===== src/rtl/fetch_pkg.sv =====
// Shared fetch-stage definitions: FSM state encoding, next-PC select codes, default reset PC.
package fetch_pkg;

  typedef enum logic [1:0] {
    S_REQ  = 2'd0,
    S_WAIT = 2'd1,
    S_HOLD = 2'd2
  } fetch_state_t;

  localparam logic [1:0] NPC_SEQ = 2'b00;
  localparam logic [1:0] NPC_BEQ = 2'b01;
  localparam logic [1:0] NPC_J   = 2'b10;
  localparam logic [1:0] NPC_JR  = 2'b11;

  localparam logic [31:0] DEFAULT_RESET_PC = 32'h0000_3000;

endpackage


===== src/rtl/fetch_npc_calc.sv =====
// Combinational next-PC calculation for the instruction presented to decode.
// o_redirect marks a taken control transfer (beq taken, j, jr).
module fetch_npc_calc
  import fetch_pkg::*;
(
  input  logic [31:0] i_pc,
  input  logic [1:0]  i_npc_op,
  input  logic        i_zero,
  input  logic [25:0] i_imm26,
  input  logic [31:0] i_ra,
  output logic [31:0] o_pc_4,
  output logic [31:0] o_npc,
  output logic        o_redirect
);

  logic [31:0] w_br_off;

  assign w_br_off = {{14{i_imm26[15]}}, i_imm26[15:0], 2'b00};

  always_comb begin
    o_pc_4     = i_pc + 32'd4;
    o_npc      = o_pc_4;
    o_redirect = 1'b0;
    case (i_npc_op)
      NPC_BEQ: begin
        if (i_zero) begin
          o_npc      = o_pc_4 + w_br_off;
          o_redirect = 1'b1;
        end
      end
      NPC_J: begin
        o_npc      = {i_pc[31:28], i_imm26, 2'b00};
        o_redirect = 1'b1;
      end
      NPC_JR: begin
        o_npc      = i_ra & 32'hFFFF_FFFC;
        o_redirect = 1'b1;
      end
      default: ;
    endcase
  end

endmodule


===== src/rtl/fetch_ctrl.sv =====
// Instruction fetch controller: request -> wait for data -> hold for decode, then advance PC.
// Define FETCH_DELAY_SLOT_EN for MIPS branch-delay-slot redirect behaviour.
module fetch_ctrl
  import fetch_pkg::*;
#(
  parameter logic [31:0] RESET_PC = DEFAULT_RESET_PC
) (
  input  logic        clk,
  input  logic        reset,
  input  logic        stall,
  input  logic [1:0]  npc_op,
  input  logic        zero,
  input  logic [25:0] imm26,
  input  logic [31:0] ra,
  output logic        imem_req,
  output logic [31:0] imem_addr,
  input  logic        imem_gnt,
  input  logic        imem_rvalid,
  input  logic [31:0] imem_rdata,
  output logic        inst_valid,
  output logic [31:0] inst,
  output logic [31:0] pc,
  output logic [31:0] pc_4
);

  fetch_state_t r_state, w_state_nxt;
  logic [31:0]  r_fetch_pc, r_inst, r_pc;
  logic [31:0]  w_pc_4, w_npc, w_fetch_nxt;
  logic         w_redirect, w_capture, w_consume;

  fetch_npc_calc u_npc (
    .i_pc       (r_pc),
    .i_npc_op   (npc_op),
    .i_zero     (zero),
    .i_imm26    (imm26),
    .i_ra       (ra),
    .o_pc_4     (w_pc_4),
    .o_npc      (w_npc),
    .o_redirect (w_redirect)
  );

  assign w_capture = (r_state == S_WAIT) && imem_rvalid;
  assign w_consume = (r_state == S_HOLD) && !stall;

  always_ff @(posedge clk) begin
    if (reset) r_state <= S_REQ;
    else       r_state <= w_state_nxt;
  end

  always_comb begin
    w_state_nxt = r_state;
    imem_req    = 1'b0;
    inst_valid  = 1'b0;
    case (r_state)
      S_REQ: begin
        imem_req = 1'b1;
        if (imem_gnt) w_state_nxt = S_WAIT;
      end
      S_WAIT: begin
        if (imem_rvalid) w_state_nxt = S_HOLD;
      end
      S_HOLD: begin
        inst_valid = 1'b1;
        if (!stall) w_state_nxt = S_REQ;
      end
      default: w_state_nxt = S_REQ;
    endcase
  end

`ifdef FETCH_DELAY_SLOT_EN
  logic        r_pend_vld;
  logic [31:0] r_pend_pc;

  // A pending target means the instruction being consumed is a delay slot; its own redirect is dropped.
  always_comb begin
    if (r_pend_vld) w_fetch_nxt = r_pend_pc;
    else            w_fetch_nxt = w_pc_4;
  end

  always_ff @(posedge clk) begin
    if (reset) begin
      r_pend_vld <= 1'b0;
      r_pend_pc  <= 32'd0;
    end else if (w_consume) begin
      if (r_pend_vld) begin
        r_pend_vld <= 1'b0;
      end else if (w_redirect) begin
        r_pend_vld <= 1'b1;
        r_pend_pc  <= w_npc;
      end
    end
  end
`else
  assign w_fetch_nxt = w_redirect ? w_npc : w_pc_4;
`endif

  always_ff @(posedge clk) begin
    if (reset) begin
      r_fetch_pc <= RESET_PC;
      r_inst     <= 32'd0;
      r_pc       <= RESET_PC;
    end else begin
      if (w_capture) begin
        r_inst <= imem_rdata;
        r_pc   <= r_fetch_pc;
      end
      if (w_consume) r_fetch_pc <= w_fetch_nxt;
    end
  end

  assign imem_addr = r_fetch_pc & 32'hFFFF_FFFC;
  assign inst      = r_inst;
  assign pc        = r_pc;
  assign pc_4      = w_pc_4;

endmodule


===== config.mk =====
export PLATFORM = sky130hd
export DESIGN_NAME = fetch_ctrl
export DESIGN_NICKNAME = d
export VERILOG_FILES = /design/src/rtl/fetch_pkg.sv /design/src/rtl/fetch_npc_calc.sv /design/src/rtl/fetch_ctrl.sv
export SDC_FILE = /design/constraint.sdc
export NUM_CORES = 1
export LEC_CHECK = 0
export ABC_AREA = 1
export BUFFER_PORTS_ARGS = -buffer_cell sky130_fd_sc_hd__buf_2
export CAP_MARGIN = 20
export CORE_MARGIN = 2
export CORE_UTILIZATION = 50
export CTS_BUF_LIST = sky130_fd_sc_hd__clkbuf_4 sky130_fd_sc_hd__clkbuf_8 sky130_fd_sc_hd__clkbuf_16
export DETAILED_ROUTE_END_ITERATION = 12
export HOLD_SLACK_MARGIN = 0.03
export PLACE_DENSITY = 0.85
export SYNTH_ARGS = -nofsm -noshare
export SYNTH_HDL_FRONTEND = slang
export SYNTH_SLANG_ARGS = --single-unit

===== constraint.sdc =====
create_clock -name clk -period 8.5 [get_ports clk]
set_clock_uncertainty 0.2 [all_clocks]
set_input_delay 0.85 -clock clk [delete_from_list [all_inputs] [get_ports clk]]
set_output_delay 0.85 -clock clk [all_outputs]
set_load 0.03 [all_outputs]

==> results.md <==
* Average wire length per cell after detail routing at 16.3 um
* Number of placed cells counting well taps at between 1500 and 2000
* R2R depth at 22
* Net switching fraction of the power at 36.9%
* Gate Count Post-Synth at ~1200
* Horiz. Die Dim at about 130 um
* Core Region at about 15000 um^2
* GRT Resource Usage Total at slightly above 30%
* CP top delay family: simple AND/OR/NAND/NOR gates
* Switch Pwr at approximately 470 uW
* Antenna violations before repair at 0
* Portion of total power attributed to combinational logic at between 20% and 30%
* TritonCTS clock tree: yes
* Critical-path top delay cell: sky130_fd_sc_hd__dfxtp_1
* Worst relative slew slack at about a third
* Status: completed
* Instance count on the critical path at 22
* Number of I/O port buffers at ~220
* Top-area cell type share of the netlist area at about a quarter
* Number of standard cells in the layout, taps in and fillers out at between 1500 and 2000
* Antenna diode count at 0
* Area contributors post-synth: sky130_fd_sc_hd__dfxtp_1, sky130_fd_sc_hd__nand2_1, sky130_fd_sc_hd__nor2_1, sky130_fd_sc_hd__inv_1, sky130_fd_sc_hd__a21oi_1
* Reported max-cap violation count at 0
* Number of nets with antenna violations after routing at 0
* Internal Dissipation at approximately 800 uW
* Endpoints failing hold at 0
* Worst hold stages at 2
* Post-detail-place hpwl at around 20 mm
* H-tree level count at 3
* DRC violation count after routing at 0
* Maximum number of pins on one net before global-route repair at 85
* Sequential share of power at about two fifths
* Distinct cells, synth at between 50 and 60
* Yosys warnings at 0
* Power density relative to cell area at roughly 140 nW/um^2
* Flops & latches, synth at 98
* Ratio of cells with drive above 1 in the final layout at a little over a fifth
* Leading cell type in the layout, fill and taps excluded: sky130_fd_sc_hd__nand2_1
* Min-Delay Path Class: reg -> reg
* Crit. End Element: flop
* Unrepaired setup endpoints after global routing: false
* Overall via count from detail_route at about 8600
* Top fanout value on the critical path at 5
* Number of filler cells placed in the layout at around 1400
* Required time worst endpoint at around 8.5 ns
* Most frequent cells in the layout: sky130_fd_sc_hd__nand2_1, sky130_fd_sc_hd__buf_2, sky130_fd_sc_hd__nor2_1
* Buffers & Inverters on Critical Path at 4
* Transition time at the pin with the least slew margin at between 0.9 and 1 ns
* Vias in the first global route at roughly 7700
* Initial cell density of the core at 51.7%
* Pre-CTS setup slack at approximately 4.8 ns
* Series of cell instances along the critical path: ha_1 > nand2_2 > nor2_2 > nand2_2 > inv_2 > nand2_2 > clkinv_2 > nand2_2 > xor2_1 > inv_1 > ha_1 > nand2_1 > nor2_1 > inv_1 > o21ai_0 > a21oi_1 > nand3_1 > nand3_1 > nand2_1 > nand2_1 > nand2_1 > a21oi_2
* Data arrival time of the worst path at 3.80 ns
* Most instantiated flip-flop cell in the synthesis netlist: sky130_fd_sc_hd__dfxtp_1
* Post-route cell area at just under 9000 um^2
* Share of synthesized flip-flops with an asynchronous set or reset at 0%
* Final worst-path cycle share at about 45%
* Hold WS at 0.277 ns
* Detail-routed via count per cell at 5.47
* CTS sink count at 98
* Dpl cell area at approximately 8600 um^2
* Biggest area consumer among synthesized cells: sky130_fd_sc_hd__dfxtp_1
* Post-CTS Setup Inserts at 0
* Area growth from synthesis to layout at 16.8%
* Die area at approximately 16000 um^2
* Pins Over Slew Limit at 0
* Crit Path Class: reg -> reg
* Final net count at 1513
* Final Critical Period at between 3 and 4 ns
* Worst supply voltage drop on vdd at between 0.00015 and 0.0002 V
* Insertion delay of the later-clocked pin in the worst-skew pair at between 0.3 and 0.4 ns
* Largest incremental delay on the critical path at 0.42 ns
* Maximum root-to-sink buffer count at 2
* First-pass GRT wire length at ~40 mm
* Summed negative setup slack over all endpoints at 0 ns
* Maximum achievable frequency at approximately 260 MHz
* Final worst-path setup slack at 4.71 ns
* Post-Synthesis Cell Area at between 7000 and 8000 um^2
* Leakage dissipation at approximately 0.0047 uW
* Number of design-rule violations left by the first detailed-router iteration at approximately 630
* Post-synth EDFFs at 0
* Portion of total power attributed to the clock network at between 30% and 40%
* Num CTS Buffers at 9
* Type of origin of the critical path: flop
* Average footprint of a synthesized cell at 6.23 um^2
* Sequential fraction of the synthesis area at roughly a quarter
* Final weighted congestion in routability-driven placement at 0.976
* Post-cts resize count at 0
* Number of I/O pins at 228
* Routed wire length at approximately 26 mm
* Count of endpoints failing setup in the final report at 0
* Post-CTS Hold Fix Bufs at 0
* Iteration count of the initial detailed-routing pass at 6
* Y dimension of the die at roughly 130 um
* Root buf cell: sky130_fd_sc_hd__clkbuf_16
* Site Rows at 44
* Final global-route overflow total at 0
* Clock transition at the register clock pins on the worst setup and hold paths after CTS at around 0.080 ns
[worst register-to-register path, cell delays in order (launching register included)]
cell and delay [ns]:
sky130_fd_sc_hd__dfxtp_1 0.42, sky130_fd_sc_hd__ha_1 0.28, sky130_fd_sc_hd__nand2_2 0.10, sky130_fd_sc_hd__nor2_2 0.16, sky130_fd_sc_hd__nand2_2 0.10, sky130_fd_sc_hd__inv_2 0.10
sky130_fd_sc_hd__nand2_2 0.08, sky130_fd_sc_hd__clkinv_2 0.07, sky130_fd_sc_hd__nand2_2 0.07, sky130_fd_sc_hd__xor2_1 0.33, sky130_fd_sc_hd__inv_1 0.11, sky130_fd_sc_hd__ha_1 0.38
sky130_fd_sc_hd__nand2_1 0.09, sky130_fd_sc_hd__nor2_1 0.14, sky130_fd_sc_hd__inv_1 0.07, sky130_fd_sc_hd__o21ai_0 0.33, sky130_fd_sc_hd__a21oi_1 0.15, sky130_fd_sc_hd__nand3_1 0.10
sky130_fd_sc_hd__nand3_1 0.08, sky130_fd_sc_hd__nand2_1 0.09, sky130_fd_sc_hd__nand2_1 0.05, sky130_fd_sc_hd__nand2_1 0.09, sky130_fd_sc_hd__a21oi_2 0.05
[per-layer routing]
layer | part of all wire [%] | vias to the layer above | global-route usage [%] | wire [um]
met3 | 8.9 | 44 | 6.32 | 2270
met2 | 45 | 416 | 50.8 | 11500
li1 | - | 4253 | - | -
met1 | 44 | 3867 | 40.6 | 11200
met4 | 2.2 | 0 | 8.99 | 566
met5 | 0 | - | 0 | 0
[final timing paths]
check | slack [ns] | endpoint | startpoint
setup reg to reg | 4.71 | r_fetch_pc[28] | pc[2]
hold / removal | 0.28 | r_fetch_pc[0] | r_fetch_pc[0]
hold reg to reg | 0.28 | r_fetch_pc[0] | r_fetch_pc[0]
setup / recovery | 4.71 | r_fetch_pc[28] | pc[2]
[per-stage QoR]
step | power (uW) | utilization (%)
after floorplan | 751 | -
after global placement | 857 | 58.4
after detailed placement | 862 | 58.4
after CTS | 1260 | 60.4
after global routing | 1320 | 60.4
final | 1260 | 60.4
[final cells by class]
class | count | area (um^2) | area share (%)
well taps | 184 | 230 | 2.60
flip-flops and latches | 98 | 1960 | 22.2
inverters | 141 | 531 | 5.99
clock buffers | 9 | 225 | 2.54
repair buffers | 230 | 1170 | 13.2
multi-input cells | 900 | 4660 | 52.7
clock inverters | 7 | 72.6 | 0.820
[power by group through the flow]
stage          Clock (uW)  Sequential [uW]  Combinational [uW]
6_report              405              501                 356
5_1_grt               430              503                 390
4_1_cts               410              501                 352
3_5_place_dp            0              511                 351
3_3_place_gp            0              510                 347
2_1_floorplan           0              543                 208
[flip-flops by register name, summed over array words and instances (netlist names)]
signal      cells
r_fetch_pc     32
pc             32
r_state         2
inst           32
[cells by family (layout without fill, tap and decap cells)]
kind of cell / Yosys count / count (layout) / share of synthesized area, %
simple gates: 586 / 586 / 33.3
compound gates: 255 / 255 / 19.5
buf+inv: 219 / 387 / 12.7
flops: 98 / 98 / 25.9
fa+ha+maj: 35 / 35 / 5.88
xor+xnor: 22 / 22 / 2.74
other cells: 1 / 2 / 0.0495
[cell usage after synthesis, types with 10 or more instances]
library cell               instances
sky130_fd_sc_hd__inv_1           131
sky130_fd_sc_hd__o21ai_0          88
sky130_fd_sc_hd__dfxtp_1          98
sky130_fd_sc_hd__ha_1             34
sky130_fd_sc_hd__a21oi_1          98
sky130_fd_sc_hd__buf_4            34
sky130_fd_sc_hd__a221oi_1         23
sky130_fd_sc_hd__o21ai_1          10
sky130_fd_sc_hd__clkbuf_1         34
sky130_fd_sc_hd__nand2_2          11
sky130_fd_sc_hd__nand2_1         310
sky130_fd_sc_hd__nor2_1          160
sky130_fd_sc_hd__xor2_1           17
sky130_fd_sc_hd__nand3_1          56
(Power assumes the default switching activity.)
